**src/rtl/alu_arbiter_if.sv**
```systemverilog
// Bundle of the two requester ports, the shared-ALU port and the response port of alu_arbiter.
// The slave modport is the arbiter's view; master is the view of whatever drives it.
interface alu_arbiter_if #(
    parameter int N = 4
) ();
    logic         req0_valid;
    logic         req0_ready;
    logic [N-1:0] req0_a;
    logic [N-1:0] req0_b;
    logic [1:0]   req0_op;

    logic         req1_valid;
    logic         req1_ready;
    logic [N-1:0] req1_a;
    logic [N-1:0] req1_b;
    logic [1:0]   req1_op;

    logic [N-1:0] alu_a;
    logic [N-1:0] alu_b;
    logic [1:0]   alu_op;
    logic [N-1:0] alu_result;
    logic [3:0]   alu_flags;

    logic         rsp_valid;
    logic         rsp_ready;
    logic         rsp_id;
    logic [N-1:0] rsp_result;
    logic [3:0]   rsp_flags;

    logic         busy;
    logic [7:0]   op_count;

    modport slave (
        input  req0_valid, req0_a, req0_b, req0_op,
        input  req1_valid, req1_a, req1_b, req1_op,
        input  alu_result, alu_flags, rsp_ready,
        output req0_ready, req1_ready,
        output alu_a, alu_b, alu_op,
        output rsp_valid, rsp_id, rsp_result, rsp_flags,
        output busy, op_count
    );

    modport master (
        output req0_valid, req0_a, req0_b, req0_op,
        output req1_valid, req1_a, req1_b, req1_op,
        output alu_result, alu_flags, rsp_ready,
        input  req0_ready, req1_ready,
        input  alu_a, alu_b, alu_op,
        input  rsp_valid, rsp_id, rsp_result, rsp_flags,
        input  busy, op_count
    );
endinterface

```
**src/rtl/alu_arbiter.sv**
```systemverilog
// Round-robin arbiter sharing one combinational ALU between two requesters,
// one operation in flight: IDLE (accept) -> EXEC (ALU settles) -> RESP (hold until taken).
module alu_arbiter #(
    parameter int N = 4
) (
    input  logic         clk,
    input  logic         rst_n,
    alu_arbiter_if.slave bus
);
    typedef enum logic [1:0] {
        IDLE = 2'd0,
        EXEC = 2'd1,
        RESP = 2'd2
    } state_t;

    state_t       r_state;
    logic         r_last_grant;
    logic [N-1:0] r_a;
    logic [N-1:0] r_b;
    logic [1:0]   r_op;
    logic         r_id;
    logic         r_rsp_id;
    logic [N-1:0] r_rsp_result;
    logic [3:0]   r_rsp_flags;
    logic [7:0]   r_op_count;

    logic w_idle;
    logic w_grant0;
    logic w_grant1;

    // rst_n gates the grants so both readys read low while reset is held.
    assign w_idle   = rst_n && (r_state == IDLE);
    assign w_grant0 = w_idle && bus.req0_valid && (!bus.req1_valid || r_last_grant);
    assign w_grant1 = w_idle && bus.req1_valid && (!bus.req0_valid || !r_last_grant);

    always_ff @(posedge clk or negedge rst_n) begin
        if (!rst_n) begin
            r_state      <= IDLE;
            r_last_grant <= 1'b1;
            r_a          <= '0;
            r_b          <= '0;
            r_op         <= 2'b00;
            r_id         <= 1'b0;
            r_rsp_id     <= 1'b0;
            r_rsp_result <= '0;
            r_rsp_flags  <= 4'b0000;
            r_op_count   <= 8'd0;
        end else begin
            case (r_state)
                IDLE: begin
                    if (w_grant0) begin
                        r_a          <= bus.req0_a;
                        r_b          <= bus.req0_b;
                        r_op         <= bus.req0_op;
                        r_id         <= 1'b0;
                        r_last_grant <= 1'b0;
                        r_state      <= EXEC;
                    end else if (w_grant1) begin
                        r_a          <= bus.req1_a;
                        r_b          <= bus.req1_b;
                        r_op         <= bus.req1_op;
                        r_id         <= 1'b1;
                        r_last_grant <= 1'b1;
                        r_state      <= EXEC;
                    end
                end
                EXEC: begin
                    r_rsp_result <= bus.alu_result;
                    r_rsp_flags  <= bus.alu_flags;
                    r_rsp_id     <= r_id;
                    r_state      <= RESP;
                end
                RESP: begin
                    if (bus.rsp_ready) begin
                        if (r_op_count != 8'hFF) begin
                            r_op_count <= r_op_count + 8'd1;
                        end
                        r_state <= IDLE;
                    end
                end
                default: r_state <= IDLE;
            endcase
        end
    end

    assign bus.req0_ready = w_grant0;
    assign bus.req1_ready = w_grant1;
    assign bus.alu_a      = r_a;
    assign bus.alu_b      = r_b;
    assign bus.alu_op     = r_op;
    assign bus.rsp_valid  = (r_state == RESP);
    assign bus.rsp_id     = r_rsp_id;
    assign bus.rsp_result = r_rsp_result;
    assign bus.rsp_flags  = r_rsp_flags;
    assign bus.busy       = (r_state != IDLE);
    assign bus.op_count   = r_op_count;
endmodule

```
**src/flat_wrapper.sv**
```systemverilog
// flat-port wrapper written by rule: the top's interface ports become plain ports
module alu_arbiter_flat 
#(
    parameter int N = 4
)
  (clk, rst_n, bus_req0_valid, bus_req0_a, bus_req0_b, bus_req0_op, bus_req1_valid, bus_req1_a, bus_req1_b, bus_req1_op, bus_alu_result, bus_alu_flags, bus_rsp_ready, bus_req0_ready, bus_req1_ready, bus_alu_a, bus_alu_b, bus_alu_op, bus_rsp_valid, bus_rsp_id, bus_rsp_result, bus_rsp_flags, bus_busy, bus_op_count);
  alu_arbiter_if #(.N(N)) bus_i ();
  input  logic clk;
  input  logic rst_n;
  input wire logic [$bits(bus_i.req0_valid)-1:0] bus_req0_valid;
  input wire logic [$bits(bus_i.req0_a)-1:0] bus_req0_a;
  input wire logic [$bits(bus_i.req0_b)-1:0] bus_req0_b;
  input wire logic [$bits(bus_i.req0_op)-1:0] bus_req0_op;
  input wire logic [$bits(bus_i.req1_valid)-1:0] bus_req1_valid;
  input wire logic [$bits(bus_i.req1_a)-1:0] bus_req1_a;
  input wire logic [$bits(bus_i.req1_b)-1:0] bus_req1_b;
  input wire logic [$bits(bus_i.req1_op)-1:0] bus_req1_op;
  input wire logic [$bits(bus_i.alu_result)-1:0] bus_alu_result;
  input wire logic [$bits(bus_i.alu_flags)-1:0] bus_alu_flags;
  input wire logic [$bits(bus_i.rsp_ready)-1:0] bus_rsp_ready;
  output wire logic [$bits(bus_i.req0_ready)-1:0] bus_req0_ready;
  output wire logic [$bits(bus_i.req1_ready)-1:0] bus_req1_ready;
  output wire logic [$bits(bus_i.alu_a)-1:0] bus_alu_a;
  output wire logic [$bits(bus_i.alu_b)-1:0] bus_alu_b;
  output wire logic [$bits(bus_i.alu_op)-1:0] bus_alu_op;
  output wire logic [$bits(bus_i.rsp_valid)-1:0] bus_rsp_valid;
  output wire logic [$bits(bus_i.rsp_id)-1:0] bus_rsp_id;
  output wire logic [$bits(bus_i.rsp_result)-1:0] bus_rsp_result;
  output wire logic [$bits(bus_i.rsp_flags)-1:0] bus_rsp_flags;
  output wire logic [$bits(bus_i.busy)-1:0] bus_busy;
  output wire logic [$bits(bus_i.op_count)-1:0] bus_op_count;
  assign bus_i.req0_valid = bus_req0_valid;
  assign bus_i.req0_a = bus_req0_a;
  assign bus_i.req0_b = bus_req0_b;
  assign bus_i.req0_op = bus_req0_op;
  assign bus_i.req1_valid = bus_req1_valid;
  assign bus_i.req1_a = bus_req1_a;
  assign bus_i.req1_b = bus_req1_b;
  assign bus_i.req1_op = bus_req1_op;
  assign bus_i.alu_result = bus_alu_result;
  assign bus_i.alu_flags = bus_alu_flags;
  assign bus_i.rsp_ready = bus_rsp_ready;
  assign bus_req0_ready = bus_i.req0_ready;
  assign bus_req1_ready = bus_i.req1_ready;
  assign bus_alu_a = bus_i.alu_a;
  assign bus_alu_b = bus_i.alu_b;
  assign bus_alu_op = bus_i.alu_op;
  assign bus_rsp_valid = bus_i.rsp_valid;
  assign bus_rsp_id = bus_i.rsp_id;
  assign bus_rsp_result = bus_i.rsp_result;
  assign bus_rsp_flags = bus_i.rsp_flags;
  assign bus_busy = bus_i.busy;
  assign bus_op_count = bus_i.op_count;
  alu_arbiter #(.N(N)) u_core (.clk(clk), .rst_n(rst_n), .bus(bus_i));
endmodule
```
**config.mk**
```make
export PLATFORM = sky130hd
export DESIGN_NAME = alu_arbiter_flat
export DESIGN_NICKNAME = d
export VERILOG_FILES = /design/src/rtl/alu_arbiter_if.sv /design/src/rtl/alu_arbiter.sv /design/src/flat_wrapper.sv
export SDC_FILE = /design/constraint.sdc
export NUM_CORES = 1
export LEC_CHECK = 0
export ABC_AREA = 1
export BUFFER_PORTS_ARGS = -buffer_cell sky130_fd_sc_hd__buf_2
export CORE_MARGIN = 4
export CORE_UTILIZATION = 30
export DETAILED_ROUTE_END_ITERATION = 8
export GPL_ROUTABILITY_DRIVEN = 0
export PLACE_DENSITY = 0.62
export SLEW_MARGIN = 20
export SYNTH_ARGS = -nofsm -noshare
export SYNTH_HDL_FRONTEND = slang
export SYNTH_SLANG_ARGS = --single-unit
```
**constraint.sdc**
```tcl
create_clock -name clk -period 1.25 [get_ports clk]
set_input_delay 0.25 -clock clk [delete_from_list [all_inputs] [get_ports clk]]
set_output_delay 0.25 -clock clk [all_outputs]
set_load 0.02 [all_outputs]
```
==> qor.yml, run 1 <==
worst_setup_path:
  arrival_ps: 1240
  worstPathMaxFanout: 3
  worst_setup_path_end_kind: "output port"
  cp.required_ps: 1000
  worstSetupStartpointType: "register"
  critical_path_class: "register to output port"
synth:
  synth_top_area_share_pct: 45.8
  ys_warn_count: 0
  synthFlopType: "dfrtp_1"
  mappedNetlistArea_mm2: 0.00164
  synth_top_cell_by_area: "dfrtp_1"
  synth_edf_count: 0
  avgSynthCellArea_um2: 8.19
  yosysMostFrequentCell: "nand2_1"
  ys_ff_latch: 31
  synth_nets: 234
  synth_cells: 200
  synth-seq-area-share_pct: 47.4
  synth_cell_types: 24
  async_flop_share_pct: 100
  ys_top_cells_by_count: "nand2_1, inv_1, nand3_1, dfrtp_1, mux2_2"
  netlist_top_cells_area: "dfrtp_1, nand2_1, nand3_1"
sta:
  slew_viol_final: 0
  timing.final.ws_setup_ps: -243
  fmax_mhz: 670
  hold_viol: 0
  finalSetupTns_ps: -776
  rsz0062_at_grt: "true"
  setup_viol: 11
  finalCriticalPeriod_ps: 1490
  tightest_slew_ps: 266
  finalCritPeriodShare_pct: 119
  slew_headroom_pct: 82.3
  skew_ps: 9.15
cts:
  cts_root_buffer: "clkbuf_8"
  clk_pin_slew_worst_paths_ps: 70
  cts_buffers: 5
  clk_path_buf_depth: 2
  cts.sinks: 31
  clk_latency_ps: 280
  cts_tree: "yes"
  cts_htree_levels: 2
die:
  die_area_mm2: 0.00671
  num_rows: 26
  die_x_um: 81.9
  start_util_pct: 31.5
  die_h_um: 81.9
  core_area_mm2: 0.00520
  io_pins: 64
global_route:
  antenna_found_initial: 0
  grt_max_degree: 21
  grt_pass1_vias: 1440
  overflow: 0
  grt_pass1_wl_mm: 6.85
  grt.total_usage_pct: 13.4
route:
  vias: 1575
  wire_per_inst_um: 11.7
  via_per_inst: 4.33
  first_pass_iters: 4
  drc: 0
  drtAntennaViolNets: 0
  wl_mm: 4.27
  drtIter0Drc: 51
finish:
  drive_gt1_share_pct: 47.6
  final_cells: 364
  fill_cells: 531
  area_delta_synth_final_pct: 53.4
  final_nets: 327
  diodes: 0
power_and_ir_drop:
  p_leak_nw: 1.40
  powerDensity_mw_per_mm2: 2060
  irDropWorstVdd_mv: 0.797
place:
  dp_cells: 343
  port_buffers: 63
  dp_hpwl_mm: 3.00
status:
  outcome: "finished with violations"
  failed_checks: "setup timing"
hold_path:
  min_path_type: "input port to register"
job:
  maxCapViolations: 0
state kept, by name, summed over array words and instances (netlist names):
signal and count:
u_core.bus.op_count 8, u_core.bus.alu_b 4, u_core.r_id 1, u_core.bus.alu_a 4
u_core.bus.alu_op 2, u_core.r_state 2, u_core.bus.rsp_result 4, u_core.bus.rsp_flags 4
u_core.bus.rsp_id 1, u_core.r_last_grant 1
where the power goes:
group	internal, mW	total, mW	switching [mW]
Clock	0.390	0.762	0.372
Sequential	1.44	1.70	0.263
Combinational	1.22	2.73	1.51
Total	3.04	5.19	2.14
path summary, 6_finish.rpt:
| check | startpoint | to | slack, ps | cells past startpoint |
|---|---|---|---|---|
| worst max register to register | u_core.r_state[0]$_DFFE_PN0P_ | u_core.bus.alu_b[1]$_DFFE_PN0P_ | -30 | 8 |
| worst max-delay path | u_core.r_last_grant$_DFFE_PN1P_ | bus_req0_ready | -240 | 5 |
| worst min-delay path | bus_alu_flags[1] | u_core.bus.rsp_flags[1]$_DFFE_PN0N_ | 200 | 2 |
| max in group asynchronous | rst_n | u_core.r_last_grant$_DFFE_PN1P_ | 430 | 3 |
| min in group asynchronous | rst_n | u_core.bus.alu_b[3]$_DFFE_PN0P_ | 510 | 3 |
| worst min register to register | u_core.bus.rsp_flags[0]$_DFFE_PN0N_ | u_core.bus.rsp_flags[0]$_DFFE_PN0N_ | 500 | 1 |
layout by cell type (no fill, tap or decap), types with 2 or more instances in the layout:
cell,n
a21oi_4,3
buf_2,55
buf_4,22
buf_6,12
clkbuf_1,2
clkbuf_8,5
dfrtp_1,27
dfrtp_2,3
inv_1,30
inv_2,5
mux2_2,8
nand2_1,55
nand2_2,5
nand2_4,4
nand3_1,28
nand3_2,5
nand3_4,2
nand4_1,2
nor2_4,2
o21ai_0,3
xnor2_1,2
critical path, stage by stage (launching register included):
cell and delay, ps:
dfstp_2 560, nand2_4 80, nand2_4 70, nand2_2 60, inv_2 80, buf_6 120
per-stage QoR:
step	cell area, um2	total power, mW	hold WS, ps	utilization [%]	setup slack, ps
global route	2510	5.57	200	48.3	-294
detailed placement	2120	3.89	240	40.8	-140
floorplan	1650	3.09	-45.6	-	3.90
finish	2510	5.19	203	48.3	-243
global placement	2120	3.86	229	40.8	-86.6
CTS	2360	4.95	186	45.3	-243
cells by family (layout without fill, tap and decap cells):
group	Yosys count	after routing	synth area share, %
muxes	8	8	5.50
adders and majority gates	1	1	0.764
AOI/OAI and AO/OA	7	8	2.83
xor gates and xnor gates	3	3	1.60
DFF	31	31	47.4
and+or+nand+nor	107	107	30.3
buffers and inverters	43	136	11.5
per-layer routing:
layer | track usage [%] | vias to the layer above | wire length, um
li1 | - | 813 | -
met1 | 17.1 | 695 | 1870
met2 | 21.1 | 59 | 1960
met3 | 4.71 | 8 | 388
met4 | 4.32 | 0 | 51
met5 | 0 | - | 0
timing repair:
action | 4_1_cts | 5_1_grt
pin swaps | 5 | 8
endpoints found under the setup margin | 22 | 34
hold buffers | 1 | 0
cloned | 1 | 1
hold endpoints to repair | 30 | 0
resized for setup | 21 | 29
setup buffers | 8 | 6
layout make-up:
type | count | area, um2 | area share (%)
Clock buffer | 7 | 76.3 | 3.04
Clock inverter | 1 | 5.00 | 0.199
Inverter | 36 | 138 | 5.48
Multi-Input combinational cell | 127 | 800 | 31.8
Sequential cell | 31 | 781 | 31.1
Tap cell | 70 | 87.6 | 3.49
Timing Repair Buffer | 92 | 626 | 24.9
(Power assumes the default switching activity.)
==> run 2, diff against run 1 <==
--- a/config.mk
+++ b/config.mk
@@ -6,12 +6,12 @@
 export NUM_CORES = 1
 export LEC_CHECK = 0
 export ABC_AREA = 1
-export BUFFER_PORTS_ARGS = -buffer_cell sky130_fd_sc_hd__buf_2
+export BUFFER_PORTS_ARGS = -buffer_cell sky130_fd_sc_hd__buf_4
 export CORE_MARGIN = 4
 export CORE_UTILIZATION = 30
 export DETAILED_ROUTE_END_ITERATION = 8
 export GPL_ROUTABILITY_DRIVEN = 0
-export PLACE_DENSITY = 0.62
+export PLACE_DENSITY_LB_ADDON = 0.1
 export SLEW_MARGIN = 20
 export SYNTH_ARGS = -nofsm -noshare
 export SYNTH_HDL_FRONTEND = slang
==> run 2 against run 1 <==
  * The flow still finishes with violations (setup timing)
  * Worst setup slack better by 22 ps
  * Combinational power is 4% higher
  * Clock skew is 4.8 ps lower
==> qor.yml, run 2 (synthesis results as in run 1) <==
sta:
  finalCriticalPeriod_ps: 1470  # -22.5 ps
  hold_viol: 0  # unchanged
  tightest_slew_ps: 249  # -16.8 ps
  slew_viol_final: 0  # unchanged
  setup_viol: 22  # +11
  holdWs_ps: 184  # -19.3 ps
  finalCritPeriodShare_pct: 118  # -1.8 points
  finalSetupTns_ps: -1400  # -621 ps
  skew_ps: 4.35  # -4.79 ps
  slew_headroom_pct: 83.4  # +1.1 points
  fmax_mhz: 680  # +1.5%
  rsz0062_at_grt: "true"
  timing.final.ws_setup_ps: -221  # +22.5 ps
die:
  die_area_mm2: 0.00671  # unchanged
  io_pins: 64  # unchanged
  start_util_pct: 31.5  # unchanged
  die_x_um: 81.9  # unchanged
  core_area_mm2: 0.00520  # unchanged
  num_rows: 26  # unchanged
  die_h_um: 81.9  # unchanged
place:
  port_buffers: 63  # unchanged
  placed_area_mm2: 0.00232  # +9.3%
  dp_cells: 345  # +0.58%
  dp_hpwl_mm: 3.04  # +1.2%
cts:
  cts_root_buffer: "clkbuf_8"
  clk_path_buf_depth: 2  # unchanged
  clk_pin_slew_worst_paths_ps: 70  # about the same
  cts.sinks: 31  # unchanged
  cts_htree_levels: 2  # unchanged
  clk_latency_ps: 280  # about the same
  cts_buffers: 5  # unchanged
  cts_tree: "yes"
global_route:
  antenna_found_initial: 0  # unchanged
  gr-usage-met3_pct: 4.06  # -0.66 points
  grt_max_degree: 21  # unchanged
  grt_pass1_wl_mm: 6.72  # -1.9%
  overflow: 0  # unchanged
  grt_use_met2_pct: 22.1  # +0.97 points
  grt_util_met1_pct: 15.2  # -1.9 points
  grt.busiest_layer: "met2"
  grt_pass1_vias: 1523  # +5.8%
  grt.total_usage_pct: 13.1  # -0.37 points
status:
  failed_checks: "setup timing"
  outcome: "finished with violations"
finish:
  mostFrequentLayoutCells: "buf_4, nand2_1, inv_1, nand3_1, dfrtp_1"
  layout_commonest_cell: "buf_4"
  diodes: 0  # unchanged
  final_area_mm2: 0.00258  # +2.8%
  final_cells: 363  # -0.27%
  drive_gt1_share_pct: 46.1  # -1.5 points
  largest_register_ffs: 8  # unchanged
  final_nets: 326  # -0.31%
  area_delta_synth_final_pct: 57.8
worst_setup_path:
  cp.required_ps: 1000  # about the same
  critical_path_class: "register to output port"
  arrival_ps: 1220  # -20 ps
  worstSetupStartpointType: "register"
  r2r_start: "u_core.r_state[1]$_DFFE_PN0P_"
  worstPathMaxFanout: 3  # unchanged
  worst_setup_path_end_kind: "output port"
  worstSetupStartpoint: "u_core.r_last_grant$_DFFE_PN1P_"
route:
  via_per_inst: 4.22  # -2.4%
  drtIter0Drc: 31  # -39%
  wire_per_inst_um: 11.3  # -3.7%
  drtAntennaViolNets: 0  # unchanged
  drc: 0  # unchanged
  wl_mm: 4.10  # -4.0%
  vias: 1533  # -2.7%
  first_pass_iters: 4  # unchanged
hold_path:
  min_path_type: "input port to register"
  hp-start: "bus_rsp_ready"
power_and_ir_drop:
  powerDensity_mw_per_mm2: 2050  # -0.77%
  p_leak_nw: 1.42  # +1.0%
  irDropWorstVdd_mv: 0.701  # -12%
job:
  maxCapViolations: 0  # unchanged
run 2: final cells by class:
| class | instances | area (um2) |
|---|---|---|
| Multi-Input combinational cell | 126 | 742 |
| Fill cell | 533 | 2620 |
| Inverter | 36 | 135 |
| Clock inverter | 1 | 5.00 |
| Clock buffer | 7 | 76.3 |
| Sequential cell | 31 | 779 |
| Timing Repair Buffer | 92 | 758 |
| Tap cell | 70 | 87.6 |
run 2: repair_timing:
item,4_1_cts,5_1_grt
resized for setup,13,19
setup endpoints to repair,5,32
hold buffers,1,0
setup buffers,7,4
pin swaps,4,10
endpoints found under the hold margin,30,0
run 2: power by group:
part | switching, mW | internal (mW) | leakage, nW
Combinational | 1.44 | 1.39 | 0.989
Sequential | 0.275 | 1.43 | 0.385
Clock | 0.362 | 0.390 | 0.0422
Total | 2.08 | 3.22 | 1.42
run 2: final timing paths:
path,endpoint,slack [ps],cells after the start
min in group asynchronous,u_core.r_state[0]$_DFFE_PN0P_,500,3
min,u_core.r_state[1]$_DFFE_PN0P_,180,2
min reg2reg,u_core.bus.rsp_id$_DFFE_PN0N_,490,2
max reg2reg,u_core.bus.rsp_result[2]$_DFFE_PN0N_,-80,6
max,bus_req0_ready,-220,5
max in group asynchronous,u_core.r_last_grant$_DFFE_PN1P_,450,3
run 2: through the flow:
step                total power, mW  util, %  worst slack, ps
floorplan                      3.09        -             3.90
global placement               4.20     44.6            0.584
detailed placement             4.21     44.6            -11.4
CTS                            5.15     47.6             -247
global route                   5.69     49.6             -292
finish                         5.29     49.6             -221
run 2: per-layer routing:
layer | vias up | routed length, um
li1 | 802 | -
met1 | 680 | 1710
met2 | 45 | 1980
met3 | 6 | 356
met4 | 0 | 59
met5 | - | 0
run 2: critical path, cell delays in order, from the launching register on:
cell     delay (ps)
dfstp_2         560
nand2_4          80
nand2_4          60
nand2_2          60
inv_2            70
buf_6           110
==> run 3, diff against run 2 <==
--- a/config.mk
+++ b/config.mk
@@ -6,7 +6,7 @@
 export NUM_CORES = 1
 export LEC_CHECK = 0
 export ABC_AREA = 1
-export BUFFER_PORTS_ARGS = -buffer_cell sky130_fd_sc_hd__buf_4
+export BUFFER_PORTS_ARGS = -buffer_cell sky130_fd_sc_hd__buf_2
 export CORE_MARGIN = 4
 export CORE_UTILIZATION = 30
 export DETAILED_ROUTE_END_ITERATION = 8
==> run 3 against run 2 <==
  * The run still ends with setup timing left
  * Routed wire length down 1.0%
  * First-iteration DRC count rose to 2.9 times the previous value
  * Worst setup slack worse by 16 ps
  * Core utilization down 3.4 points
  * Critical path type unchanged
  * Critical endpoint unchanged
  * Highest routed layer unchanged
==> qor.yml, run 3 (synthesis results as in run 1) <==
finish:
  layout_commonest_cell: "buf_2"
  area_delta_synth_final_pct: 46.8
  drive_gt1_share_pct: 47.8  # +1.7 points
  fin_util_pct: 46.2  # -3.4 points
  multi_input_area_um2: 739  # -0.34%
  mostFrequentLayoutCells: "buf_2, nand2_1, inv_1, dfrtp_1, nand3_1"
  fill_cells: 536  # +0.56%
  diodes: 0  # unchanged
  register_area_um2: 779  # unchanged
  largest_register_ffs: 8  # unchanged
  final_nets: 324  # -0.61%
  final_area_mm2: 0.00240  # -6.9%
  final_cells: 361  # -0.55%
status:
  failed_checks: "setup timing"
  outcome: "finished with violations"
place:
  dp_cells: 344  # -0.29%
  port_buffers: 63  # unchanged
  placed_area_mm2: 0.00213  # -8.2%
  dp_slack_ps: -33.1  # -21.7 ps
  dp_hpwl_mm: 2.98  # -1.7%
global_route:
  antenna_found_initial: 0  # unchanged
  overflow: 0  # unchanged
  grt.total_usage_pct: 13.3  # +0.23 points
  grt_pass1_vias: 1539  # +1.1%
  grt_pass1_wl_mm: 6.78  # +0.92%
  grt_max_degree: 32  # +52%
cts:
  cts_root_buffer: "clkbuf_8"
  cts_buffers: 5  # unchanged
  cts_tree: "yes"
  cts_htree_levels: 2  # unchanged
  clk_latency_ps: 280  # about the same
  cts.sinks: 31  # unchanged
  cts_hold_buffers: 0  # -1
  clk_path_buf_depth: 2  # unchanged
  clk_pin_slew_worst_paths_ps: 60  # about the same
sta:
  skew_ps: 3.28  # -1.07 ps
  slew_viol_final: 0  # unchanged
  setup_viol: 22  # unchanged
  fmax_mhz: 673  # -1.1%
  finalCritPeriodShare_pct: 119  # +1.3 points
  hold_viol: 0  # unchanged
  finalCriticalPeriod_ps: 1490  # +16.1 ps
  tightest_slew_ps: 403  # +154 ps
  rsz0062_at_grt: "true"
  slew_headroom_pct: 73.1  # -10 points
  timing.final.ws_setup_ps: -237  # -16.1 ps
worst_setup_path:
  arrival_ps: 1240  # +20 ps
  worst_setup_path_end_kind: "output port"
  crit_top_cell: "nand2_2"
  cp_cell_sequence: "nand2_4, nand2_2, nand2_2, inv_2, buf_6"
  cp.required_ps: 1000  # about the same
  path_buf_inv: 2  # unchanged
  worstSetupStartpointType: "register"
  cp_top_family: "flip-flops"
  worstPathMaxFanout: 3  # unchanged
  critPathMaxStageDelay_ps: 560  # about the same
  critical_path_class: "register to output port"
  cpMaxStageDelayCell: "dfstp_2"
power_and_ir_drop:
  irDropWorstVdd_mv: 0.736  # +5.0%
  powerDensity_mw_per_mm2: 2080  # +1.4%
  p_leak_nw: 1.38  # -2.8%
route:
  wl_mm: 4.06  # -1.0%
  drc: 0  # unchanged
  via_per_inst: 4.28  # +1.3%
  drtIter0Drc: 89  # +190%
  drtAntennaViolNets: 0  # unchanged
  wire_per_inst_um: 11.2  # -0.50%
  first_pass_iters: 4  # unchanged
  vias: 1545  # +0.78%
die:
  die_area_mm2: 0.00671  # unchanged
  die_x_um: 81.9  # unchanged
  start_util_pct: 31.5  # unchanged
  core_area_mm2: 0.00520  # unchanged
  num_rows: 26  # unchanged
  die_h_um: 81.9  # unchanged
  io_pins: 64  # unchanged
job:
  maxCapViolations: 0  # unchanged
hold_path:
  min_path_type: "input port to async pin"
## run 3: cell types whose count changed in the layout (fill, tap and decap cells not counted), sizes merged
cell         before  now
buf              91   90
dlygate4sd3       1    0
## run 3: power breakdown
group / internal (mW) / total [mW] / leakage, nW / switching (mW)
sequential: 1.43 / 1.69 / 0.385 / 0.259
clock: 0.443 / 0.804 / 0.0482 / 0.361
combinational: 1.08 / 2.50 / 0.942 / 1.42
## run 3: cell type report
cell class / instances / area share (%)
Tap cell: 70 / 3.64
Timing Repair Buffer: 90 / 23.8
Multi-Input combinational cell: 126 / 30.7
Clock inverter: 1 / 0.208
Inverter: 36 / 5.62
Clock buffer: 7 / 3.59
Sequential cell: 31 / 32.4
## run 3: worst paths after layout
path | start | endpoint | slack [ps] | cells after the start
max in group asynchronous | rst_n | u_core.r_last_grant$_DFFE_PN1P_ | 890 | 2
min in group clk | bus_rsp_ready | u_core.r_state[1]$_DFFE_PN0P_ | 200 | 2
setup reg to reg | u_core.r_state[0]$_DFFE_PN0P_ | u_core.bus.alu_b[2]$_DFFE_PN0P_ | -140 | 9
hold / removal | rst_n | u_core.bus.rsp_id$_DFFE_PN0N_ | 40 | 2
setup / recovery | u_core.r_last_grant$_DFFE_PN1P_ | bus_req0_ready | -240 | 5
hold reg to reg | u_core.bus.rsp_id$_DFFE_PN0N_ | u_core.bus.rsp_id$_DFFE_PN0N_ | 480 | 2
## run 3: layer usage
| layer | track usage, % | share of wire [%] | vias to the layer above |
|---|---|---|---|
| met3 | 4.71 | 7.8 | 6 |
| met2 | 22.3 | 48 | 45 |
| met5 | 0 | 0 | - |
| li1 | - | - | 799 |
| met1 | 15.5 | 42 | 695 |
| met4 | 4.98 | 1.7 | 0 |
## run 3: metrics by stage
| step | setup TNS [ps] | total power [mW] | hold WS (ps) |
|---|---|---|---|
| 3_5_place_dp | -33.1 | 3.89 | 356 |
| 5_1_grt | -4260 | 5.38 | 66.6 |
| 6_report | -2050 | 5.00 | 39.3 |
| 2_1_floorplan | 0 | 3.09 | -45.6 |
| 4_1_cts | -1040 | 4.89 | 43.3 |
| 3_3_place_gp | 0 | 3.89 | 362 |
## run 3: what timing repair did
action,in CTS,in global routing
pin swaps,4,6
endpoints found under the setup margin,6,32
resized for setup,17,19
buffers inserted,6,3
